$ cat src/rtl/riscv_dmem_ctrl_if.sv
// Data-bus interface between the data-memory controller (master) and memory (slave).
// Single req/ack transaction per access; bus_ack/bus_err are only meaningful while bus_req=1.
interface riscv_dmem_ctrl_if #(
    parameter int XLEN = 32
);
    logic            bus_req;
    logic            bus_we;
    logic [XLEN-1:0] bus_adr;
    logic [3:0]      bus_be;
    logic [XLEN-1:0] bus_d;
    logic [XLEN-1:0] bus_q;
    logic            bus_ack;
    logic            bus_err;

    modport master (
        output bus_req, bus_we, bus_adr, bus_be, bus_d,
        input  bus_q, bus_ack, bus_err
    );

    modport slave (
        input  bus_req, bus_we, bus_adr, bus_be, bus_d,
        output bus_q, bus_ack, bus_err
    );
endinterface

$ cat src/rtl/riscv_dmem_ctrl.sv
// EX->MEM data-memory controller: alignment check, one bus transaction per access, load formatting.
// Optional bus timeout enabled by defining RISCV_DMEM_TIMEOUT_EN.
module riscv_dmem_ctrl #(
    parameter int XLEN    = 32,
    parameter int TIMEOUT = 255
) (
    input  logic               clk,
    input  logic               rst,
    input  logic               ex_req,
    input  logic               ex_we,
    input  logic [2:0]         ex_size,
    input  logic [XLEN-1:0]    ex_adr,
    input  logic [XLEN-1:0]    ex_d,
    input  logic               flush,
    output logic               dmem_stall,
    output logic [XLEN-1:0]    mem_q,
    output logic               mem_q_valid,
    output logic               mem_misaligned,
    output logic               mem_buserr,
    riscv_dmem_ctrl_if.master  bus
);

    typedef enum logic {
        IDLE = 1'b0,
        BUSY = 1'b1
    } state_t;

    state_t state_q;
    state_t state_d;

    logic            we_p1;
    logic [2:0]      size_p1;
    logic [1:0]      lane_p1;
    logic [XLEN-1:0] adr_p1;
    logic [3:0]      be_p1;
    logic [XLEN-1:0] d_p1;
    logic            kill_q;

    logic            aligned;
    logic            accept;
    logic            misalign;
    logic            busy;
    logic            done;
    logic            kill_eff;
    logic            timeout_hit;

    logic            bus_req_c;
    logic            bus_we_c;
    logic [3:0]      bus_be_c;

    function automatic logic is_aligned(input logic [1:0] size, input logic [1:0] lane);
        case (size)
            2'b00:   is_aligned = 1'b1;
            2'b01:   is_aligned = ~lane[0];
            default: is_aligned = (lane == 2'b00);
        endcase
    endfunction

    function automatic logic [3:0] byte_enables(input logic [1:0] size, input logic [1:0] lane);
        case (size)
            2'b00:   byte_enables = 4'b0001 << lane;
            2'b01:   byte_enables = 4'b0011 << lane;
            default: byte_enables = 4'b1111;
        endcase
    endfunction

    function automatic logic [XLEN-1:0] store_data(input logic [1:0] size, input logic [XLEN-1:0] d);
        case (size)
            2'b00:   store_data = {4{d[7:0]}};
            2'b01:   store_data = {2{d[15:0]}};
            default: store_data = d;
        endcase
    endfunction

    // funct3[2] selects zero extension for the sub-word loads
    function automatic logic [XLEN-1:0] load_format(input logic [2:0] size, input logic [1:0] lane,
                                                    input logic [XLEN-1:0] q);
        logic [7:0]  b;
        logic [15:0] h;
        b = q[{lane, 3'b000} +: 8];
        h = lane[1] ? q[31:16] : q[15:0];
        case (size[1:0])
            2'b00:   load_format = size[2] ? {24'b0, b} : {{24{b[7]}}, b};
            2'b01:   load_format = size[2] ? {16'b0, h} : {{16{h[15]}}, h};
            default: load_format = q;
        endcase
    endfunction

    assign aligned  = is_aligned(ex_size[1:0], ex_adr[1:0]);
    assign accept   = (state_q == IDLE) && ex_req && !flush && aligned;
    assign misalign = (state_q == IDLE) && ex_req && !flush && !aligned;
    assign busy     = (state_q == BUSY);
    assign done     = busy && (bus.bus_ack || bus.bus_err || timeout_hit);
    // A flush arriving in the completion cycle kills that completion as well
    assign kill_eff = kill_q || flush;

`ifdef RISCV_DMEM_TIMEOUT_EN
    localparam int CNT_W = ($clog2(TIMEOUT + 1) > 8) ? $clog2(TIMEOUT + 1) : 8;

    logic [CNT_W-1:0] to_cnt;

    always_ff @(posedge clk) begin
        if (rst) begin
            to_cnt <= '0;
        end else if (!busy) begin
            to_cnt <= '0;
        end else if (!bus.bus_ack && !bus.bus_err) begin
            to_cnt <= to_cnt + 1'b1;
        end
    end

    // Fires in the BUSY cycle whose increment would reach TIMEOUT; ack/err in that cycle win
    assign timeout_hit = busy && !bus.bus_ack && !bus.bus_err && (to_cnt == CNT_W'(TIMEOUT - 1));
`else
    logic unused_timeout;
    assign unused_timeout = (TIMEOUT != 0);
    assign timeout_hit    = 1'b0;
`endif

    // State register
    always_ff @(posedge clk) begin
        if (rst) begin
            state_q <= IDLE;
        end else begin
            state_q <= state_d;
        end
    end

    // Next-state logic
    always_comb begin
        state_d = state_q;
        case (state_q)
            IDLE:    if (accept) state_d = BUSY;
            BUSY:    if (done)   state_d = IDLE;
            default: state_d = IDLE;
        endcase
    end

    // Output logic
    always_comb begin
        dmem_stall = 1'b0;
        bus_req_c  = 1'b0;
        bus_we_c   = 1'b0;
        bus_be_c   = 4'b0000;
        case (state_q)
            IDLE: begin
                dmem_stall = accept;
            end
            BUSY: begin
                dmem_stall = 1'b1;
                bus_req_c  = 1'b1;
                bus_we_c   = we_p1;
                bus_be_c   = be_p1;
            end
            default: ;
        endcase
    end

    assign bus.bus_req = bus_req_c;
    assign bus.bus_we  = bus_we_c;
    assign bus.bus_be  = bus_be_c;
    assign bus.bus_adr = adr_p1;
    assign bus.bus_d   = d_p1;

    // Stage p1: request captured at accept, held stable for the whole bus transaction
    always_ff @(posedge clk) begin
        if (rst) begin
            we_p1   <= 1'b0;
            size_p1 <= 3'b000;
            lane_p1 <= 2'b00;
            adr_p1  <= '0;
            be_p1   <= 4'b0000;
            d_p1    <= '0;
        end else if (accept) begin
            we_p1   <= ex_we;
            size_p1 <= ex_size;
            lane_p1 <= ex_adr[1:0];
            adr_p1  <= {ex_adr[XLEN-1:2], 2'b00};
            be_p1   <= byte_enables(ex_size[1:0], ex_adr[1:0]);
            d_p1    <= store_data(ex_size[1:0], ex_d);
        end
    end

    always_ff @(posedge clk) begin
        if (rst) begin
            kill_q <= 1'b0;
        end else if (done || !busy) begin
            kill_q <= 1'b0;
        end else if (flush) begin
            kill_q <= 1'b1;
        end
    end

    // Stage p2: completion results and event pulses
    always_ff @(posedge clk) begin
        if (rst) begin
            mem_q          <= '0;
            mem_q_valid    <= 1'b0;
            mem_misaligned <= 1'b0;
            mem_buserr     <= 1'b0;
        end else begin
            mem_q_valid    <= busy && bus.bus_ack && !bus.bus_err && !we_p1 && !kill_eff;
            mem_buserr     <= busy && (bus.bus_err || timeout_hit) && !kill_eff;
            mem_misaligned <= misalign;
            if (busy && bus.bus_ack && !bus.bus_err && !we_p1 && !kill_eff) begin
                mem_q <= load_format(size_p1, lane_p1, bus.bus_q);
            end
        end
    end

endmodule
$ cat src/flat_wrapper.sv
// flat-port wrapper written by rule: the top's interface ports become plain ports
module riscv_dmem_ctrl_flat 
#(
    parameter int XLEN    = 32,
    parameter int TIMEOUT = 255
)
  (clk, rst, ex_req, ex_we, ex_size, ex_adr, ex_d, flush, dmem_stall, mem_q, mem_q_valid, mem_misaligned, mem_buserr, bus_bus_req, bus_bus_we, bus_bus_adr, bus_bus_be, bus_bus_d, bus_bus_q, bus_bus_ack, bus_bus_err);
  riscv_dmem_ctrl_if #(.XLEN(XLEN)) bus_i ();
  input  logic clk;
  input  logic rst;
  input  logic ex_req;
  input  logic ex_we;
  input  logic [2:0] ex_size;
  input  logic [XLEN-1:0] ex_adr;
  input  logic [XLEN-1:0] ex_d;
  input  logic flush;
  output logic dmem_stall;
  output logic [XLEN-1:0] mem_q;
  output logic mem_q_valid;
  output logic mem_misaligned;
  output logic mem_buserr;
  output wire logic [$bits(bus_i.bus_req)-1:0] bus_bus_req;
  output wire logic [$bits(bus_i.bus_we)-1:0] bus_bus_we;
  output wire logic [$bits(bus_i.bus_adr)-1:0] bus_bus_adr;
  output wire logic [$bits(bus_i.bus_be)-1:0] bus_bus_be;
  output wire logic [$bits(bus_i.bus_d)-1:0] bus_bus_d;
  input wire logic [$bits(bus_i.bus_q)-1:0] bus_bus_q;
  input wire logic [$bits(bus_i.bus_ack)-1:0] bus_bus_ack;
  input wire logic [$bits(bus_i.bus_err)-1:0] bus_bus_err;
  assign bus_bus_req = bus_i.bus_req;
  assign bus_bus_we = bus_i.bus_we;
  assign bus_bus_adr = bus_i.bus_adr;
  assign bus_bus_be = bus_i.bus_be;
  assign bus_bus_d = bus_i.bus_d;
  assign bus_i.bus_q = bus_bus_q;
  assign bus_i.bus_ack = bus_bus_ack;
  assign bus_i.bus_err = bus_bus_err;
  riscv_dmem_ctrl #(.XLEN(XLEN), .TIMEOUT(TIMEOUT)) u_core (.clk(clk), .rst(rst), .ex_req(ex_req), .ex_we(ex_we), .ex_size(ex_size), .ex_adr(ex_adr), .ex_d(ex_d), .flush(flush), .dmem_stall(dmem_stall), .mem_q(mem_q), .mem_q_valid(mem_q_valid), .mem_misaligned(mem_misaligned), .mem_buserr(mem_buserr), .bus(bus_i));
endmodule
$ cat config.mk
export PLATFORM = sky130hd
export DESIGN_NAME = riscv_dmem_ctrl_flat
export DESIGN_NICKNAME = d
export VERILOG_FILES = /design/src/rtl/riscv_dmem_ctrl_if.sv /design/src/rtl/riscv_dmem_ctrl.sv /design/src/flat_wrapper.sv
export SDC_FILE = /design/constraint.sdc
export NUM_CORES = 1
export LEC_CHECK = 0
export BUFFER_PORTS_ARGS = -buffer_cell sky130_fd_sc_hd__buf_2
export CORE_AREA = 4 4 130 82
export DETAILED_ROUTE_END_ITERATION = 8
export DIE_AREA = 0 0 134 86
export GPL_TIMING_DRIVEN = 0
export PLACE_DENSITY = 0.86
export SLEW_MARGIN = 5
export SYNTH_ARGS = -nofsm -noshare
export SYNTH_HDL_FRONTEND = slang
export SYNTH_SLANG_ARGS = --single-unit
$ cat constraint.sdc
create_clock -name clk -period 2.6 [get_ports clk]
set_input_delay 0.39 -clock clk [delete_from_list [all_inputs] [get_ports clk]]
set_output_delay 0.39 -clock clk [all_outputs]
set_load 0.02 [all_outputs]
==> reports/metrics.yaml, run 1 <==
run_status:
  status: "complete, no violations"
drt:
  wirelength_um: 17300
  firstDrtPassIters: 7
  first_iter_violations: 538
  vias_per_cell: 5.68
  wl_per_cell_um: 18.6
  drc: 0
  final_antenna_net_count: 0
  vias: 5285
finish:
  final_layout_size_suffix_gt1_frac: 0.328
  final_cells: 931
  final_cell_mix: "buf_2, nand2_1, dfxtp_1"
  final_cell_area_um2: 6280
  final_common_cell: "buf_2"
  utilization: 0.656
  finalNetCount: 897
  fillers: 815
  area_growth_syn_to_layout_pct: 31.9
  multi_input_area_um2: 2310
  register_area_um2: 2180
  diodes: 0
setup_path:
  cp.arrival_ns: 2.04
  path_cells: "buf_2 -> nor3b_2 -> o21ai_2 -> buf_2 -> nand2b_1 -> buf_2"
  r2r_end: "u_core.mem_q[4]"
  critPathLaunchType: "flip-flop"
  cpPeakStageDelay_ns: 0.39
  r2r_cells: 6
  cpMostUsedCell: "buf_2"
  cp_slowest_cell: "nor3b_2"
  end_kind: "output port"
  crit_type: "reg -> out"
  r2r_start: "u_core.busy"
  required_ns: 2.21
  rrSetupSlack_ns: 0.57
  cp_top_family: "buffers and inverters"
  cp.buffers_inverters: 3
  cp_max_fo: 10
die:
  initial_utilization: 0.498
  io_pins: 212
  die_y_um: 86
  coreArea_um2: 9560
  die_area_um2: 11500
  die_x_um: 134
  rows: 28
global_route:
  globalRouteOverflowTotal: 0
  grt_usage: 0.293
  antenna_found_initial: 1
  grt_pass1_wl_um: 26800
  grt_pass1_vias: 5091
  grt_max_degree: 19
power:
  cellLeakagePower_uw: 0.00272
  ir_worst_vdd_uv: 388
  internal_power_uw: 2710
  p_sw_uw: 1000
  seq_power_share: 0.472
  clockPowerShare: 0.385
  p_per_area_nw_per_um2: 592
  p_sw_frac: 0.270
  comb_power_share: 0.144
timing:
  fmax_ghz: 0.412
  grt_setup_unrepaired: "no"
  period_needed_ns: 2.43
  timing.final.crit_share: 0.934
  finalSetupViolCount: 0
  slew_headroom: 0.538
  finalClockSkew_ns: 0.00748
  hold_violations: 0
  worst_slew_pin_slew_ns: 0.692
  slew_viol_final: 0
  fin_setup_tns_ns: 0
yosys:
  synthFlopType: "dfxtp_1"
  synth_edf_count: 0
  async_flop_share: 0
  syn-cell-area_um2: 4760
  synth.largest_area_cell: "dfxtp_1"
  synth.area.top_cells: "dfxtp_1, nand2_1, a21oi_1, mux2i_1, a211oi_1"
  syn_inst: 572
  ys.warnings.count: 0
  avgSynthCellArea_um2: 8.32
  synth_seq_area_share: 0.459
  ys_ff_latch: 109
  netlist.area_leader.share: 0.459
  ys_types: 46
placement:
  place_area_um2: 5970
  dp_cells: 915
  io_buffers: 207
  hpwlAfterDp_um: 13400
  place_congestion: 0.892
cts:
  clk_pin_slew_ns: 0.07
  post_cts_buffers: 0
  cts_max_level: 3
  clock_latency_ns: 0.35
  ctsHoldBuffers: 0
  root_buffer: "clkbuf_16"
  clock_path_buffers: 2
  cts_buffers: 9
  post_cts_resized: 0
  cts.sinks: 109
  cts_tree: "done"
min_path:
  hp-start: "ex_adr[28]"
  min_path_cells: 3
  hp-class: "in -> reg"
  min_to: "u_core.bus.bus_adr[28]"
flow_run:
  drv_cap: 0
## synthesized netlist by cell type, types with 2 or more instances
library cell,number
a311oi_1,9
nor3_1,9
a21oi_1,55
nor2b_1,9
buf_4,7
o32ai_1,7
clkbuf_1,29
a222oi_1,7
mux2_2,7
mux2i_1,25
nand2_1,124
nor2_1,60
or3b_2,3
buf_6,3
o21ai_0,11
or3_1,2
dfxtp_1,109
o22ai_1,10
and2_1,6
inv_1,2
a211o_1,7
buf_2,13
nand2b_1,3
a211oi_1,33
## state kept, by name, indices dropped and copies added (netlist names)
name / count
u_core.bus.bus_adr: 30
u_core.we_p1: 1
u_core.lane_p1: 2
u_core.kill_q: 1
u_core.size_p1: 3
u_core.mem_q: 32
u_core.bus.bus_d: 32
u_core.mem_buserr: 1
u_core.busy: 1
u_core.mem_misaligned: 1
u_core.mem_q_valid: 1
u_core.be_p1: 4
## power groups by stage
stage,Combinational [µW],Sequential (µW),Clock (µW)
2_1_floorplan,234,1850,0
3_3_place_gp,509,1790,0
3_5_place_dp,520,1790,0
4_1_cts,524,1750,1440
5_1_grt,574,1760,1520
6_report,533,1750,1430
## tightest hold or removal path, stage by stage
cell and delay [ns]:
buf_2 0.09, nand2_1 0.04, a21oi_1 0.05
## metal layers
metal	wire length [µm]	global-route usage
met5	12	0
met4	306	0.0831
met3	1870	0.0715
met2	7440	0.442
met1	7660	0.420
## cell type report
class / count / area share
buffer: 53 / 0.0421
clock buffer: 11 / 0.0387
tap: 135 / 0.0269
inverter: 2 / 0.00120
multi-input combinational: 409 / 0.368
sequential: 109 / 0.348
timing repair buffer: 207 / 0.165
clock inverter: 5 / 0.0106
## per-stage QoR
stage / worst slack [ns] / hold slack [ns] / total power [µW]
finish: 0.172 / 0.274 / 3720
global route: 0.0349 / 0.279 / 3850
CTS: 0.177 / 0.267 / 3720
detailed placement: 0.344 / 0.444 / 2310
global placement: 0.401 / 0.439 / 2300
floorplan: 0.845 / 0.445 / 2080
## cells by family (layout without fill, tap and decap cells)
kind of cell,Yosys count,count (layout),synth area share
AO/OA/AOI/OAI,149,149,0.211
buffers and inverters,55,278,0.0571
flip-flops,109,109,0.459
multiplexers,32,32,0.0692
other,1,2,0.000788
AND/OR/NAND/NOR,226,226,0.203
## how the worst max path moves through the flow
stage	slack, ns	start	end	depth (start not counted)
2_1_floorplan	0.85	ex_adr[0]	dmem_stall	5
3_3_place_gp	0.40	ex_adr[0]	dmem_stall	6
3_5_place_dp	0.34	ex_adr[0]	dmem_stall	6
4_1_cts	0.18	u_core.busy	dmem_stall	6
5_1_grt	0.03	u_core.busy	dmem_stall	6
6_report	0.17	u_core.busy	dmem_stall	6
Power figures use the tool's default switching activity.
==> run 2, diff against run 1 <==
--- a/config.mk
+++ b/config.mk
@@ -11,6 +11,7 @@
 export DIE_AREA = 0 0 134 86
 export GPL_TIMING_DRIVEN = 0
 export PLACE_DENSITY = 0.86
+export REMOVE_ABC_BUFFERS = 1
 export SLEW_MARGIN = 5
 export SYNTH_ARGS = -nofsm -noshare
 export SYNTH_HDL_FRONTEND = slang
==> constraint.sdc (replaced) <==
create_clock -name clk -period 2.6 [get_ports clk]
set_input_delay 0.39 -clock clk [delete_from_list [all_inputs] [get_ports clk]]
set_output_delay 0.39 -clock clk [all_outputs]
set_load 0.01 [all_outputs]
==> run 2 against run 1 <==
  * Count of clock-buffer cells in the layout up 1
  * Flip-flop and latch count is the same
  * Combinational power shrank 15%
  * Via count down 8.6%
  * Worst hold slack improved by 0.011 ns
  * Critical path type is now in -> out
==> reports/metrics.yaml, run 2 (synthesized netlist as in run 1, its figures left out) <==
timing:
  timing.final.crit_share: 0.930  # -0.00385
  finalSetupViolCount: 0  # unchanged
  worst_slack_ns: 0.182  # +0.0100 ns
  worst_slew_pin_slew_ns: 0.897  # +0.205 ns
  fmax_ghz: 0.414  # +0.41%
  period_needed_ns: 2.42  # -0.0100 ns
  whs_ns: 0.285  # +0.0111 ns
  slew_viol_final: 0  # unchanged
  grt_setup_unrepaired: "no"
  finalClockSkew_ns: 0.00783  # +0.000355 ns
  slew_headroom: 0.400  # -0.138
  hold_violations: 0  # unchanged
finish:
  finalNetCount: 852  # -5.0%
  final_common_cell: "buf_2"
  final_layout_size_suffix_gt1_frac: 0.332  # +0.00367
  final_cells: 886  # -4.8%
  area_growth_syn_to_layout_pct: 29.7
  final_cell_mix: "buf_2, nand2_1, dfxtp_1"
  diodes: 0  # unchanged
setup_path:
  cp.arrival_ns: 2.03  # about the same
  r2r_cells: 5  # -1
  crit_type: "in -> out"
  critPathLaunchType: "input pin"
  rrSetupSlack_ns: 0.33  # -0.24 ns
  required_ns: 2.21  # about the same
  r2r_end: "u_core.bus.bus_d[8]"
  cp-startpoint: "ex_size[1]"
  r2r_start: "u_core.busy"
  cp_max_fo: 31  # +21
  end_kind: "output port"
power:
  ir_worst_vdd_uv: 353  # -9.0%
  totalPowerFinal_uw: 3630  # -2.4%
  cellLeakagePower_uw: 0.00264  # -3.1%
  p_per_area_nw_per_um2: 588  # -0.74%
placement:
  dp_slack_ns: -0.160  # -0.504 ns
  io_buffers: 209  # +0.97%
  hpwlAfterDp_um: 10500  # -22%
  dp_cells: 868  # -5.1%
  place_congestion: 0.821  # -8.0%
die:
  initial_utilization: 0.498  # unchanged
  coreArea_um2: 9560  # unchanged
  io_pins: 212  # unchanged
  rows: 28  # unchanged
  die_x_um: 134  # unchanged
  die_y_um: 86  # unchanged
  die_area_um2: 11500  # unchanged
flow_run:
  drv_cap: 0  # unchanged
cts:
  cts.sinks: 109  # unchanged
  root_buffer: "clkbuf_16"
  cts_buffers: 9  # unchanged
  clock_latency_ns: 0.34  # about the same
  clk_pin_slew_ns: 0.07  # about the same
  cts_tree: "done"
  clock_path_buffers: 2  # unchanged
  ctsHoldBuffers: 0  # unchanged
  cts_max_level: 3  # unchanged
global_route:
  globalRouteOverflowTotal: 0  # unchanged
  grt_usage: 0.240  # -0.0537
  antenna_found_initial: 0  # -1
  grt_max_degree: 59  # +40
  grt_pass1_wl_um: 22800  # -15%
  grt_pass1_vias: 4685  # -8.0%
min_path:
  hp-start: "ex_size[2]"
  min_to: "u_core.size_p1[2]"
  min_path_cells: 3  # unchanged
  hp-class: "in -> reg"
drt:
  firstDrtPassIters: 8  # +1
  vias: 4833  # -8.6%
  drc: 0  # unchanged
  wl_per_cell_um: 16.3  # -12%
  final_antenna_net_count: 0  # unchanged
  wirelength_um: 14500  # -16%
  vias_per_cell: 5.45  # -3.9%
  first_iter_violations: 361  # -33%
run_status:
  status: "complete, no violations"
[run 2: layer usage]
metal	global-route usage	wire (µm)	vias up
li1	-	-	2349
met1	0.309	6140	2235
met2	0.411	6980	228
met3	0.0551	1140	21
met4	0.0570	205	0
met5	0	0	-
[run 2: cell type report]
type	count	area, µm²
fillers	812	3390
clock buffers	12	256
repair buffers	214	1160
clock inverters	4	55.1
multi-input cells	410	2330
well taps	135	169
inverters	2	7.51
flip-flops and latches	109	2180
[run 2: stage by stage]
| stage | area, µm² | util | setup TNS (ns) |
|---|---|---|---|
| 2_1_floorplan | 4500 | - | 0 |
| 3_3_place_gp | 5710 | 0.597 | -29.54 |
| 3_5_place_dp | 5820 | 0.608 | -1.77 |
| 4_1_cts | 6130 | 0.641 | 0 |
| 5_1_grt | 6170 | 0.645 | 0 |
| 6_report | 6170 | 0.645 | 0 |
[run 2: worst max-delay path, stage by stage]
cell,delay [ns]
buf_2,0.45
a21oi_1,0.25
o21ai_4,0.48
buf_16,0.24
nand2b_1,0.06
buf_2,0.13
[run 2: how the worst max path moves through the flow]
stage / end / slack, ns / depth (start not counted)
floorplan: u_core.bus.bus_d[10] / 0.32 / 4
global placement: dmem_stall / -0.69 / 5
detailed placement: u_core.mem_q[19] / -0.16 / 4
CTS: u_core.mem_q[19] / 0.03 / 4
global route: dmem_stall / 0.08 / 5
finish: dmem_stall / 0.18 / 6
[run 2: power breakdown]
part           switching [µW]  internal (µW)  total (µW)
Clock                     605            806        1410
Sequential               39.0           1720        1760
Combinational             255            196         451
Total                     899           2730        3630
[run 2: what timing repair did]
action                                  4_1_cts  5_1_grt
buffers inserted                              0        1
cloned                                        0        1
endpoints found under the setup margin       18       24
pin swaps                                     0        1
resized for setup                             1        2
==> run 3, diff against run 2 <==
--- a/config.mk
+++ b/config.mk
@@ -6,9 +6,11 @@
 export NUM_CORES = 1
 export LEC_CHECK = 0
 export BUFFER_PORTS_ARGS = -buffer_cell sky130_fd_sc_hd__buf_2
-export CORE_AREA = 4 4 130 82
+export CELL_PAD_IN_SITES_DETAIL_PLACEMENT = 1
+export CELL_PAD_IN_SITES_GLOBAL_PLACEMENT = 2
+export CORE_AREA = 4 4 174 108
 export DETAILED_ROUTE_END_ITERATION = 8
-export DIE_AREA = 0 0 134 86
+export DIE_AREA = 0 0 178 112
 export GPL_TIMING_DRIVEN = 0
 export PLACE_DENSITY = 0.86
 export REMOVE_ABC_BUFFERS = 1
==> run 3 against run 2 <==
  * Critical path depth is 1 lower
  * Maximum frequency is 2.7% higher
  * Largest cell class unchanged
  * Core utilization is 28 points lower
  * Largest power group unchanged
  * Flip-flop and latch count stayed put
==> reports/metrics.yaml, run 3 (synthesized netlist as in run 1, its figures left out) <==
placement:
  hpwlAfterDp_um: 12100  # +15%
  io_buffers: 209  # unchanged
  dp_cells: 967  # +11%
  place_congestion: 0.742  # -9.6%
  dp_slack_ns: -0.280  # -0.120 ns
cts:
  cts.sinks: 109  # unchanged
  clock_path_buffers: 2  # unchanged
  ctsHoldBuffers: 0  # unchanged
  clk_pin_slew_ns: 0.07  # about the same
  cts_tree: "done"
  cts_max_level: 3  # unchanged
  clock_latency_ns: 0.35  # about the same
  root_buffer: "clkbuf_16"
  cts_buffers: 9  # unchanged
finish:
  finalNetCount: 851  # -0.12%
  final_cells: 984  # +11%
  final_layout_size_suffix_gt1_frac: 0.328  # -0.00356
  area_growth_syn_to_layout_pct: 31.2
  final_common_cell: "buf_2"
  diodes: 0  # unchanged
  final_cell_mix: "buf_2, nand2_1, dfxtp_1"
die:
  coreArea_um2: 17100  # +79%
  initial_utilization: 0.279  # -0.219
  die_area_um2: 19900  # +73%
  die_x_um: 178  # +33%
  io_pins: 212  # unchanged
  die_y_um: 112  # +30%
  rows: 37  # +32%
timing:
  fmax_ghz: 0.425  # +2.7%
  slew_headroom: 0.360  # -0.0401
  finalClockSkew_ns: 0.0113  # +0.00345 ns
  grt_setup_unrepaired: "no"
  finalSetupViolCount: 0  # unchanged
  hold_violations: 0  # unchanged
  period_needed_ns: 2.36  # -0.0632 ns
  timing.final.crit_share: 0.906  # -0.0243
  worst_slew_pin_slew_ns: 0.957  # +0.0600 ns
  worst_slack_ns: 0.245  # +0.0632 ns
  slew_viol_final: 0  # unchanged
drt:
  firstDrtPassIters: 5  # -3
  wirelength_um: 16700  # +15%
  first_iter_violations: 264  # -27%
  vias_per_cell: 4.74  # -13%
  drc: 0  # unchanged
  vias: 4665  # -3.5%
  wl_per_cell_um: 17.0  # +3.9%
  final_antenna_net_count: 0  # unchanged
power:
  cellLeakagePower_uw: 0.00261  # -1.0%
  p_per_area_nw_per_um2: 563  # -4.1%
  ir_worst_vdd_uv: 295  # -16%
run_status:
  status: "complete, no violations"
setup_path:
  critPathLaunchType: "input pin"
  cp_max_fo: 25  # -19%
  r2r_cells: 5  # unchanged
  endpoint: "dmem_stall"
  cp.arrival_ns: 1.97  # -0.06 ns
  crit_type: "in -> out"
  r2r_start: "u_core.busy"
  r2r_end: "u_core.mem_q[31]"
  rrSetupSlack_ns: 0.31  # -0.02 ns
  end_kind: "output port"
  cp-startpoint: "ex_size[1]"
  required_ns: 2.21  # about the same
global_route:
  grt_max_degree: 71  # +20%
  grt_pass1_wl_um: 26200  # +15%
  grt_usage: 0.163  # -0.0770
  grt_pass1_vias: 4679  # -0.13%
  globalRouteOverflowTotal: 0  # unchanged
  antenna_found_initial: 1  # +1
min_path:
  min_path_cells: 3  # unchanged
  hp-class: "in -> reg"
flow_run:
  drv_cap: 0  # unchanged
## run 3: changes by cell type in the layout (fill, tap and decap cells not counted), sizes merged
cell,change
clkinvlp,+1
o21ai,-1
bufinv,-1
## run 3: routing by layer
layer	part of all wire	wire, µm	GRT usage	vias up
li1	-	-	-	2342
met1	0.50	8350	0.241	2181
met2	0.42	6970	0.234	132
met3	0.077	1290	0.0502	8
met4	0.0043	72	0.0278	2
met5	0.0012	20	0	-
## run 3: worst min-delay path by stage
stage	startpoint	end	slack, ns
final	ex_adr[21]	u_core.bus.bus_adr[21]	0.28
after global routing	ex_adr[22]	u_core.bus.bus_adr[22]	0.26
after CTS	ex_adr[8]	u_core.bus.bus_adr[8]	0.26
after detailed placement	u_core.bus.bus_d[5]	u_core.bus.bus_d[5]	0.44
after global placement	u_core.bus.bus_adr[31]	u_core.bus.bus_adr[31]	0.44
after floorplan	u_core.we_p1	u_core.we_p1	0.44
## run 3: layout make-up
type                    count  area (µm²)
clock buffers              12         236
well taps                 234         293
flip-flops and latches    109        2180
multi-input cells         409        2320
fillers                  2112       10800
inverters                   2        7.51
repair buffers            214        1160
clock inverters             4        32.5
## run 3: worst max-delay path, cell delays in order
cell and delay [ns]:
buf_2 0.46, a21oi_1 0.16, o21ai_4 0.66, nand2b_1 0.10, buf_2 0.16
## run 3: report_power, final
part	total (µW)	internal (µW)	switching, µW
combinational	453	196	258
clock	1300	659	644
sequential	1760	1720	38.4
## run 3: repair_timing
item,CTS,global route
gates resized for setup,3,0
setup buffers,0,1
gates cloned,0,0
setup endpoints to repair,23,16
pin swaps,0,0
## run 3: metrics by stage
stage | utilization | total power, µW | TNS, ns | cell area (µm²) | hold WS [ns]
5_1_grt | 0.365 | 3700 | 0 | 6240 | 0.258
3_3_place_gp | 0.342 | 2240 | -59.81 | 5840 | 0.440
4_1_cts | 0.364 | 3580 | 0 | 6220 | 0.258
6_report | 0.365 | 3520 | 0 | 6240 | 0.276
2_1_floorplan | - | 1990 | 0 | 4500 | 0.439
3_5_place_dp | 0.348 | 2260 | -4.51 | 5940 | 0.443
